File: config.mk
export PLATFORM = sky130hd
export DESIGN_NAME = matmul_tile_sequencer_flat
export DESIGN_NICKNAME = d
export VERILOG_FILES = /design/src/rtl/matmul_pkg.sv /design/src/rtl/matmul_tile_sequencer_if.sv /design/src/rtl/matmul_tile_sequencer_tile_addr_gen.sv /design/src/rtl/matmul_tile_sequencer.sv /design/src/flat_wrapper.sv
export SDC_FILE = /design/constraint.sdc
export NUM_CORES = 1
export LEC_CHECK = 0
export BUFFER_PORTS_ARGS = -buffer_cell sky130_fd_sc_hd__buf_2
export CORE_ASPECT_RATIO = 0.5
export CORE_UTILIZATION = 30
export CTS_CLUSTER_SIZE = 16
export DETAILED_ROUTE_END_ITERATION = 8
export GPL_TIMING_DRIVEN = 0
export SLEW_MARGIN = 20
export SYNTH_ARGS = -nofsm -noshare
export SYNTH_HDL_FRONTEND = slang
export SYNTH_SLANG_ARGS = --single-unit
File: constraint.sdc
create_clock -name clock -period 4.3 [get_ports clock]
set_input_delay 0 -clock clock [delete_from_list [all_inputs] [get_ports clock]]
set_output_delay 0 -clock clock [all_outputs]
set_load 0.02 [all_outputs]
File: src/rtl/matmul_pkg.sv
// Shared types and geometry constants for the matmul tile sequencer.
package matmul_pkg;

  typedef enum logic [1:0] {
    ST_IDLE  = 2'd0,
    ST_ISSUE = 2'd1,
    ST_WAIT  = 2'd2,
    ST_DONE  = 2'd3
  } state_e;

  localparam int unsigned TILE_DIM       = 8;
  localparam int unsigned ELEM_BYTES     = 2;
  localparam int unsigned TILE_OUT_BYTES = TILE_DIM * TILE_DIM * ELEM_BYTES;
  // One 8-row panel of K elements is K * 16 bytes, so the stride is a shift.
  localparam int unsigned PANEL_SHIFT    = $clog2(TILE_DIM * ELEM_BYTES);

endpackage

File: src/rtl/matmul_tile_sequencer_if.sv
// Host command/response and per-tile core command/response bundle.
interface matmul_tile_sequencer_if #(
  parameter int TILE_CNT_W = 16,
  parameter int ADDR_W     = 64,
  parameter int K_W        = 20
);
  logic                  cmd_0_valid;
  logic                  cmd_0_ready;
  logic [ADDR_W-1:0]     cmd_0_act_addr;
  logic [ADDR_W-1:0]     cmd_0_wgt_addr;
  logic [ADDR_W-1:0]     cmd_0_out_addr;
  logic [TILE_CNT_W-1:0] cmd_0_m_tiles;
  logic [TILE_CNT_W-1:0] cmd_0_n_tiles;
  logic [K_W-1:0]        cmd_0_inner_dimension;
  logic                  resp_0_valid;
  logic                  resp_0_ready;
  logic                  core_cmd_valid;
  logic                  core_cmd_ready;
  logic [ADDR_W-1:0]     core_cmd_act_addr;
  logic [ADDR_W-1:0]     core_cmd_wgt_addr;
  logic [ADDR_W-1:0]     core_cmd_out_addr;
  logic [K_W-1:0]        core_cmd_inner_dimension;
  logic                  core_resp_valid;
  logic                  core_resp_ready;

  // The sequencer itself is the slave side of this bundle.
  modport slave (
    input  cmd_0_valid, cmd_0_act_addr, cmd_0_wgt_addr, cmd_0_out_addr,
           cmd_0_m_tiles, cmd_0_n_tiles, cmd_0_inner_dimension,
           resp_0_ready, core_cmd_ready, core_resp_valid,
    output cmd_0_ready, resp_0_valid, core_cmd_valid, core_cmd_act_addr,
           core_cmd_wgt_addr, core_cmd_out_addr, core_cmd_inner_dimension,
           core_resp_ready
  );

  modport master (
    output cmd_0_valid, cmd_0_act_addr, cmd_0_wgt_addr, cmd_0_out_addr,
           cmd_0_m_tiles, cmd_0_n_tiles, cmd_0_inner_dimension,
           resp_0_ready, core_cmd_ready, core_resp_valid,
    input  cmd_0_ready, resp_0_valid, core_cmd_valid, core_cmd_act_addr,
           core_cmd_wgt_addr, core_cmd_out_addr, core_cmd_inner_dimension,
           core_resp_ready
  );
endinterface

File: src/rtl/matmul_tile_sequencer_tile_addr_gen.sv
// Row-major tile walker: i/j counters plus incremental act/wgt/out address accumulators.
// Outputs are registered; load and advance take effect on the next clock.
module tile_addr_gen
  import matmul_pkg::*;
#(
  parameter int TILE_CNT_W = 16,
  parameter int ADDR_W     = 64,
  parameter int K_W        = 20
) (
  input  logic                  clock,
  input  logic                  reset,
  input  logic                  load,
  input  logic                  advance,
  input  logic [ADDR_W-1:0]     act_base_i,
  input  logic [ADDR_W-1:0]     wgt_base_i,
  input  logic [ADDR_W-1:0]     out_base_i,
  input  logic [TILE_CNT_W-1:0] m_tiles_i,
  input  logic [TILE_CNT_W-1:0] n_tiles_i,
  input  logic [K_W-1:0]        k_i,
  output logic [ADDR_W-1:0]     act_addr_o,
  output logic [ADDR_W-1:0]     wgt_addr_o,
  output logic [ADDR_W-1:0]     out_addr_o,
  output logic                  last_o
);

  logic [TILE_CNT_W-1:0] i_q, i_d, j_q, j_d, m_q, m_d, n_q, n_d;
  logic [ADDR_W-1:0]     act_q, act_d, wgt_q, wgt_d, out_q, out_d;
  logic [ADDR_W-1:0]     wgt_base_q, wgt_base_d, stride_q, stride_d;
  logic                  j_last;

  assign j_last     = (j_q == n_q - TILE_CNT_W'(1));
  assign last_o     = (i_q == m_q - TILE_CNT_W'(1)) && j_last;
  assign act_addr_o = act_q;
  assign wgt_addr_o = wgt_q;
  assign out_addr_o = out_q;

  always_comb begin
    i_d        = i_q;
    j_d        = j_q;
    m_d        = m_q;
    n_d        = n_q;
    act_d      = act_q;
    wgt_d      = wgt_q;
    out_d      = out_q;
    wgt_base_d = wgt_base_q;
    stride_d   = stride_q;
    if (load) begin
      i_d        = '0;
      j_d        = '0;
      m_d        = m_tiles_i;
      n_d        = n_tiles_i;
      act_d      = act_base_i;
      wgt_d      = wgt_base_i;
      out_d      = out_base_i;
      wgt_base_d = wgt_base_i;
      stride_d   = ADDR_W'(k_i) << PANEL_SHIFT;
    end else if (advance) begin
      out_d = out_q + ADDR_W'(TILE_OUT_BYTES);
      if (j_last) begin
        j_d   = '0;
        wgt_d = wgt_base_q;
        act_d = act_q + stride_q;
        i_d   = i_q + TILE_CNT_W'(1);
      end else begin
        j_d   = j_q + TILE_CNT_W'(1);
        wgt_d = wgt_q + stride_q;
      end
    end
  end

  always_ff @(posedge clock) begin
    if (reset) begin
      i_q        <= '0;
      j_q        <= '0;
      m_q        <= '0;
      n_q        <= '0;
      act_q      <= '0;
      wgt_q      <= '0;
      out_q      <= '0;
      wgt_base_q <= '0;
      stride_q   <= '0;
    end else begin
      i_q        <= i_d;
      j_q        <= j_d;
      m_q        <= m_d;
      n_q        <= n_d;
      act_q      <= act_d;
      wgt_q      <= wgt_d;
      out_q      <= out_d;
      wgt_base_q <= wgt_base_d;
      stride_q   <= stride_d;
    end
  end

endmodule

File: src/rtl/matmul_tile_sequencer.sv
// Splits one MxN-tile matmul command into per-tile core commands, one outstanding at a time.
// Host fire -> core cmd next cycle; last core resp -> host resp next cycle; all handshakes stall on ready.
module matmul_tile_sequencer
  import matmul_pkg::*;
#(
  parameter int TILE_CNT_W = 16,
  parameter int ADDR_W     = 64,
  parameter int K_W        = 20
) (
  input  logic                      clock,
  input  logic                      reset,
  matmul_tile_sequencer_if.slave    bus,
  output logic                      busy,
  output logic [2*TILE_CNT_W-1:0]   tiles_done
);

  state_e                  state_q, state_d;
  logic [K_W-1:0]          k_q, k_d;
  logic [2*TILE_CNT_W-1:0] tiles_done_q, tiles_done_d;
  logic                    load, advance, last;
  logic                    cmd_ready, resp_valid, core_valid, core_resp_rdy;
  logic                    zero_size;

  assign zero_size = (bus.cmd_0_m_tiles == '0) || (bus.cmd_0_n_tiles == '0) ||
                     (bus.cmd_0_inner_dimension == '0);

  tile_addr_gen #(
    .TILE_CNT_W(TILE_CNT_W),
    .ADDR_W    (ADDR_W),
    .K_W       (K_W)
  ) u_addr_gen (
    .clock     (clock),
    .reset     (reset),
    .load      (load),
    .advance   (advance),
    .act_base_i(bus.cmd_0_act_addr),
    .wgt_base_i(bus.cmd_0_wgt_addr),
    .out_base_i(bus.cmd_0_out_addr),
    .m_tiles_i (bus.cmd_0_m_tiles),
    .n_tiles_i (bus.cmd_0_n_tiles),
    .k_i       (bus.cmd_0_inner_dimension),
    .act_addr_o(bus.core_cmd_act_addr),
    .wgt_addr_o(bus.core_cmd_wgt_addr),
    .out_addr_o(bus.core_cmd_out_addr),
    .last_o    (last)
  );

  always_comb begin
    state_d       = state_q;
    cmd_ready     = 1'b0;
    resp_valid    = 1'b0;
    core_valid    = 1'b0;
    core_resp_rdy = 1'b0;
    load          = 1'b0;
    advance       = 1'b0;
    unique case (state_q)
      ST_IDLE: begin
        cmd_ready = 1'b1;
        if (bus.cmd_0_valid) begin
          load    = 1'b1;
          state_d = zero_size ? ST_DONE : ST_ISSUE;
        end
      end
      ST_ISSUE: begin
        core_valid = 1'b1;
        if (bus.core_cmd_ready) state_d = ST_WAIT;
      end
      ST_WAIT: begin
        core_resp_rdy = 1'b1;
        if (bus.core_resp_valid) begin
          advance = 1'b1;
          state_d = last ? ST_DONE : ST_ISSUE;
        end
      end
      ST_DONE: begin
        resp_valid = 1'b1;
        if (bus.resp_0_ready) state_d = ST_IDLE;
      end
      default: state_d = ST_IDLE;
    endcase
  end

  always_comb begin
    k_d          = load ? bus.cmd_0_inner_dimension : k_q;
    tiles_done_d = tiles_done_q;
    if (load)         tiles_done_d = '0;
    else if (advance) tiles_done_d = tiles_done_q + 1'b1;
  end

  always_ff @(posedge clock) begin
    if (reset) begin
      state_q      <= ST_IDLE;
      k_q          <= '0;
      tiles_done_q <= '0;
    end else begin
      state_q      <= state_d;
      k_q          <= k_d;
      tiles_done_q <= tiles_done_d;
    end
  end

  assign bus.cmd_0_ready              = cmd_ready;
  assign bus.resp_0_valid             = resp_valid;
  assign bus.core_cmd_valid           = core_valid;
  assign bus.core_resp_ready          = core_resp_rdy;
  assign bus.core_cmd_inner_dimension = k_q;
  assign busy                         = (state_q != ST_IDLE);
  assign tiles_done                   = tiles_done_q;

endmodule

File: src/flat_wrapper.sv
// flat-port wrapper written by rule: the top's interface ports become plain ports
module matmul_tile_sequencer_flat import matmul_pkg::*;
#(
  parameter int TILE_CNT_W = 16,
  parameter int ADDR_W     = 64,
  parameter int K_W        = 20
)
  (clock, reset, busy, tiles_done, bus_cmd_0_valid, bus_cmd_0_act_addr, bus_cmd_0_wgt_addr, bus_cmd_0_out_addr, bus_cmd_0_m_tiles, bus_cmd_0_n_tiles, bus_cmd_0_inner_dimension, bus_resp_0_ready, bus_core_cmd_ready, bus_core_resp_valid, bus_cmd_0_ready, bus_resp_0_valid, bus_core_cmd_valid, bus_core_cmd_act_addr, bus_core_cmd_wgt_addr, bus_core_cmd_out_addr, bus_core_cmd_inner_dimension, bus_core_resp_ready);
  matmul_tile_sequencer_if #(.TILE_CNT_W(TILE_CNT_W), .ADDR_W(ADDR_W), .K_W(K_W)) bus_i ();
  input  logic clock;
  input  logic reset;
  output logic busy;
  output logic [2*TILE_CNT_W-1:0] tiles_done;
  input wire logic [$bits(bus_i.cmd_0_valid)-1:0] bus_cmd_0_valid;
  input wire logic [$bits(bus_i.cmd_0_act_addr)-1:0] bus_cmd_0_act_addr;
  input wire logic [$bits(bus_i.cmd_0_wgt_addr)-1:0] bus_cmd_0_wgt_addr;
  input wire logic [$bits(bus_i.cmd_0_out_addr)-1:0] bus_cmd_0_out_addr;
  input wire logic [$bits(bus_i.cmd_0_m_tiles)-1:0] bus_cmd_0_m_tiles;
  input wire logic [$bits(bus_i.cmd_0_n_tiles)-1:0] bus_cmd_0_n_tiles;
  input wire logic [$bits(bus_i.cmd_0_inner_dimension)-1:0] bus_cmd_0_inner_dimension;
  input wire logic [$bits(bus_i.resp_0_ready)-1:0] bus_resp_0_ready;
  input wire logic [$bits(bus_i.core_cmd_ready)-1:0] bus_core_cmd_ready;
  input wire logic [$bits(bus_i.core_resp_valid)-1:0] bus_core_resp_valid;
  output wire logic [$bits(bus_i.cmd_0_ready)-1:0] bus_cmd_0_ready;
  output wire logic [$bits(bus_i.resp_0_valid)-1:0] bus_resp_0_valid;
  output wire logic [$bits(bus_i.core_cmd_valid)-1:0] bus_core_cmd_valid;
  output wire logic [$bits(bus_i.core_cmd_act_addr)-1:0] bus_core_cmd_act_addr;
  output wire logic [$bits(bus_i.core_cmd_wgt_addr)-1:0] bus_core_cmd_wgt_addr;
  output wire logic [$bits(bus_i.core_cmd_out_addr)-1:0] bus_core_cmd_out_addr;
  output wire logic [$bits(bus_i.core_cmd_inner_dimension)-1:0] bus_core_cmd_inner_dimension;
  output wire logic [$bits(bus_i.core_resp_ready)-1:0] bus_core_resp_ready;
  assign bus_i.cmd_0_valid = bus_cmd_0_valid;
  assign bus_i.cmd_0_act_addr = bus_cmd_0_act_addr;
  assign bus_i.cmd_0_wgt_addr = bus_cmd_0_wgt_addr;
  assign bus_i.cmd_0_out_addr = bus_cmd_0_out_addr;
  assign bus_i.cmd_0_m_tiles = bus_cmd_0_m_tiles;
  assign bus_i.cmd_0_n_tiles = bus_cmd_0_n_tiles;
  assign bus_i.cmd_0_inner_dimension = bus_cmd_0_inner_dimension;
  assign bus_i.resp_0_ready = bus_resp_0_ready;
  assign bus_i.core_cmd_ready = bus_core_cmd_ready;
  assign bus_i.core_resp_valid = bus_core_resp_valid;
  assign bus_cmd_0_ready = bus_i.cmd_0_ready;
  assign bus_resp_0_valid = bus_i.resp_0_valid;
  assign bus_core_cmd_valid = bus_i.core_cmd_valid;
  assign bus_core_cmd_act_addr = bus_i.core_cmd_act_addr;
  assign bus_core_cmd_wgt_addr = bus_i.core_cmd_wgt_addr;
  assign bus_core_cmd_out_addr = bus_i.core_cmd_out_addr;
  assign bus_core_cmd_inner_dimension = bus_i.core_cmd_inner_dimension;
  assign bus_core_resp_ready = bus_i.core_resp_ready;
  matmul_tile_sequencer #(.TILE_CNT_W(TILE_CNT_W), .ADDR_W(ADDR_W), .K_W(K_W)) u_core (.clock(clock), .reset(reset), .bus(bus_i), .busy(busy), .tiles_done(tiles_done));
endmodule
==> results by group <==
STA
  – Crit path time final: 4214 ps
  – Slew @ Worst Pin: 1231 ps
  – Hold Fails Final Rpt: 0
  – Hold Slack: 208.6 ps
  – Period utilization: 0.9801
  – Max Freq: 0.2373 GHz
  – Clock skew: 17.15 ps
  – RSZ-0062 raised after global routing: false
  – Slew Viols, Final: 0
  – Final setup fails: 0
  – Rel. slew slack: 0.1794

Clock network
  – H-tree levels: 2
  – Clock root cell: clkbuf_16
  – CTS tree: done
  – Clock insertion delay at the later pin of the skew report: 580 ps
  – CTS max path bufs: 3
  – Clock transition at path regs: 70 ps
  – # clock sinks: 374
  – TritonCTS Buffers: 41

Worst hold path
  – Worst Hold Class: input pin to register

Layout
  – # fillers: 6,846
  – Design Area, Final: 28,470 sq um
  – Layout cells sized above 1: 0.1819
  – Fin nets: 3,783
  – Final cell count without fillers: 4,420
  – Area Overhead vs Synth: 37.35%

GRT
  – Vias in the first global route: 23,900
  – Initial antenna violation count: 6
  – Layer with the highest usage: met2
  – GR Overflow Total: 0
  – Met1 Use GR: 0.3406
  – Tot GR Track Use: 0.2898
  – Largest net degree at the start of global routing: 15
  – Grt met2 use: 0.4821
  – First-pass GRT wire length: 154,500 microns
  – GRT met3 Usage: 0.06521

Place
  – Placed Area: 24,350 sq um
  – PortBufs: 498
  – Placer Congestion: 0.9731
  – Placed Cells: 4,087
  – Post-DP HPWL: 80,000 microns

Yosys
  – Distinct cells, synth: 79
  – Cell Area, Synth: 20,730 sq um
  – Commonest cells post-synth: 388 x nand2_1, 374 x dfxtp_1, 278 x nor2_1
  – Syn Nets: 2,990
  – Cells after synthesis: 2,692
  – Post-synth EDFFs: 0
  – Synth area leaders: dfxtp_1 36%, nand2_1 7.0%, a21oi_1 6.5%
  – Post-synth top area cell: dfxtp_1
  – Fraction of registers with async set/reset: 0
  – Most common cell in the netlist: nand2_1
  – Count of state elements after synthesis: 374
  – Synth Flop Type: dfxtp_1
  – Post-synthesis sequential area ratio: 0.3612
  – Post-synth top area share: 0.3612
  – Yosys Warn Count: 0
  – Synth Area per Inst: 7.701 sq um

Critical path
  – Crit Path Max Fanout: 10
  – Worst setup path end: u_core.u_addr_gen.out_addr_o[48]
  – Crit end category: register
  – CP cell instances: clkbuf_1, nor2_2, and2_1, clkbuf_1, nor2_2, clkbuf_1, clkbuf_1, a41oi_1, o21a_1
  – Worst Path Required: 4770 ps
  – Worst Path Arrival: 4690 ps
  – CP max-delay cell: clkbuf_1
  – Critical path depth: 9
  – Worst path top cell family by delay: buffers and inverters
  – Reg-to-reg endpoint: u_core.u_addr_gen.out_addr_o[48]
  – R2r setup slk: 90 ps
  – CP Buf/Inv Count: 4
  – Setup crit start: u_core.state_q[1]
  – WS Path Type: register to register
  – Critical R2R Launch: u_core.state_q[1]
  – Cell with the most instances on the worst path: clkbuf_1
  – Biggest cell delay along the critical path: 860 ps
  – Reg2Reg Depth: 9
  – Critical Path Source Type: register

Detailed routing
  – Post-route ant nets: 0
  – DRC violations left: 0
  – Vias per cell: 5.714
  – First DRT Iteration DRCs: 2,627
  – Routed wire length: 106,600 microns
  – DR vias: 25,260
  – TritonRoute pass-1 iters: 7
  – Wire per inst: 24.13 microns

Floorplan
  – Initial core utilization: 0.3064
  – Num ports: 499
  – Num rows: 67
  – Die Ht: 187.9 microns
  – Core outline area: 67,650 sq um
  – Die X: 373.8 microns
  – Die area: 70,220 sq um

Power and ir drop
  – Pwr Density: 373.6 nW/um^2
  – VDD IR max: 250.7 uV
  – P_leak: 11.57 nW

Flow run
  – MaxCap Viol Count: 0

Run status
  – Status: complete, no violations
-- final cells by class --
class	instances	area, sq um	share of cell area
sequential	374	7487	0.2630
antenna	5	12.51	0.0004394
buffer	175	705.7	0.02478
clock buffer	58	1232	0.04328
multi-input combinational	2111	12470	0.4378
inverter	32	120.1	0.004218
timing repair buffer	750	5015	0.1761
tap	897	1122	0.03942
clock inverter	18	312.8	0.01099
-- power breakdown --
part / switching, mW / total (mW) / leakage (nW) / internal [mW]
combinational: 1.64 / 2.52 / 7.76 / 0.883
clock: 1.65 / 4.14 / 0.751 / 2.49
sequential: 0.282 / 3.97 / 3.05 / 3.69
total: 3.57 / 10.6 / 11.6 / 7.06
-- registers in the layout, summed over array words and instances, names as in the netlist --
register / flops
u_core.state_q: 2
u_core.u_addr_gen.i_q: 16
u_core.tiles_done: 32
u_core.u_addr_gen.j_q: 16
u_core.u_addr_gen.wgt_addr_o: 64
u_core.bus.core_cmd_inner_dimension: 20
u_core.u_addr_gen.n_q: 16
u_core.u_addr_gen.wgt_base_q: 64
u_core.u_addr_gen.out_addr_o: 64
u_core.u_addr_gen.m_q: 16
u_core.u_addr_gen.act_addr_o: 64
-- worst min-delay path by stage --
stage,startpoint,end,cells after the start
floorplan,bus_cmd_0_act_addr[31],u_core.u_addr_gen.act_addr_o[31],2
finish,bus_cmd_0_out_addr[2],u_core.u_addr_gen.out_addr_o[2],4
global placement,bus_cmd_0_act_addr[1],u_core.u_addr_gen.act_addr_o[1],3
CTS,bus_cmd_0_out_addr[2],u_core.u_addr_gen.out_addr_o[2],4
detailed placement,bus_cmd_0_out_addr[2],u_core.u_addr_gen.out_addr_o[2],3
global route,bus_cmd_0_out_addr[3],u_core.u_addr_gen.out_addr_o[3],4
-- placed cells by master (no fill, tap or decap), types with 11 or more instances in the layout --
| cell | netlist | final |
|---|---|---|
| nand2_1 | 388 | 388 |
| o211ai_1 | 33 | 33 |
| dfxtp_1 | 374 | 374 |
| o221a_2 | 14 | 14 |
| clkbuf_1 | 151 | 148 |
| a21o_1 | 25 | 25 |
| a21oi_1 | 270 | 270 |
| or4_1 | 16 | 16 |
| o2bb2ai_1 | 15 | 15 |
| inv_1 | 32 | 32 |
| nor3_1 | 68 | 68 |
| ha_1 | 46 | 46 |
| buf_2 | 12 | 511 |
| o21a_1 | 11 | 11 |
| o31ai_1 | 23 | 22 |
| o221ai_1 | 14 | 14 |
| o22ai_1 | 14 | 14 |
| and3_1 | 57 | 57 |
| nor4_1 | 39 | 38 |
| nor2_1 | 278 | 276 |
| dlygate4sd3_1 | 0 | 252 |
| a211oi_1 | 62 | 62 |
| nand3_1 | 89 | 89 |
| and2_1 | 16 | 16 |
| clkbuf_16 | 0 | 43 |
| or3_1 | 27 | 27 |
| xnor2_1 | 74 | 74 |
| a22o_1 | 16 | 16 |
| nand4_1 | 52 | 52 |
| xor2_1 | 74 | 74 |
| mux2i_1 | 38 | 38 |
| a31oi_1 | 20 | 20 |
| a22oi_1 | 24 | 24 |
| o21ai_0 | 153 | 153 |
-- per-stage QoR --
step	util	worst slack (ps)	power [mW]	TNS (ps)
after detailed placement	0.3599	-273.5	6.281	-5115
after CTS	0.4202	24.65	10.58	0
after global placement	0.3599	-290.4	6.257	-6586
final	0.4209	85.57	10.64	0
after global routing	0.4208	25.11	10.95	0
after floorplan	-	877.9	5.263	0
-- worst register-to-register path, stage by stage (launching register included) --
cell	delay (ps)
dfxtp_1	350
clkbuf_1	350
nor2_2	210
and2_1	210
clkbuf_1	340
nor2_2	660
clkbuf_1	740
clkbuf_1	870
a41oi_1	230
o21a_1	150
-- logic make-up after synthesis --
| logic type | Yosys count | share of synthesized area |
|---|---|---|
| and+or+nand+nor | 1089 | 0.2446 |
| AOI/OAI and AO/OA | 788 | 0.2444 |
| DFF | 374 | 0.3612 |
| buffers and inverters | 207 | 0.03929 |
| xor gates and xnor gates | 148 | 0.06253 |
| adders and majority gates | 48 | 0.02969 |
| muxes | 38 | 0.01835 |
-- metal layers --
layer	up-vias	wire length (microns)
met5	-	27
met4	4	7008
met3	388	9650
met2	1379	49340
met1	12080	40610
li1	11410	-
-- what timing repair did --
item,4_1_cts,5_1_grt
hold buffers,252,0
setup buffers,0,0
resized for setup,6,9
endpoints found under the hold margin,311,0
endpoints found under the setup margin,50,78
No activity file was read; power rests on OpenSTA's default activity.
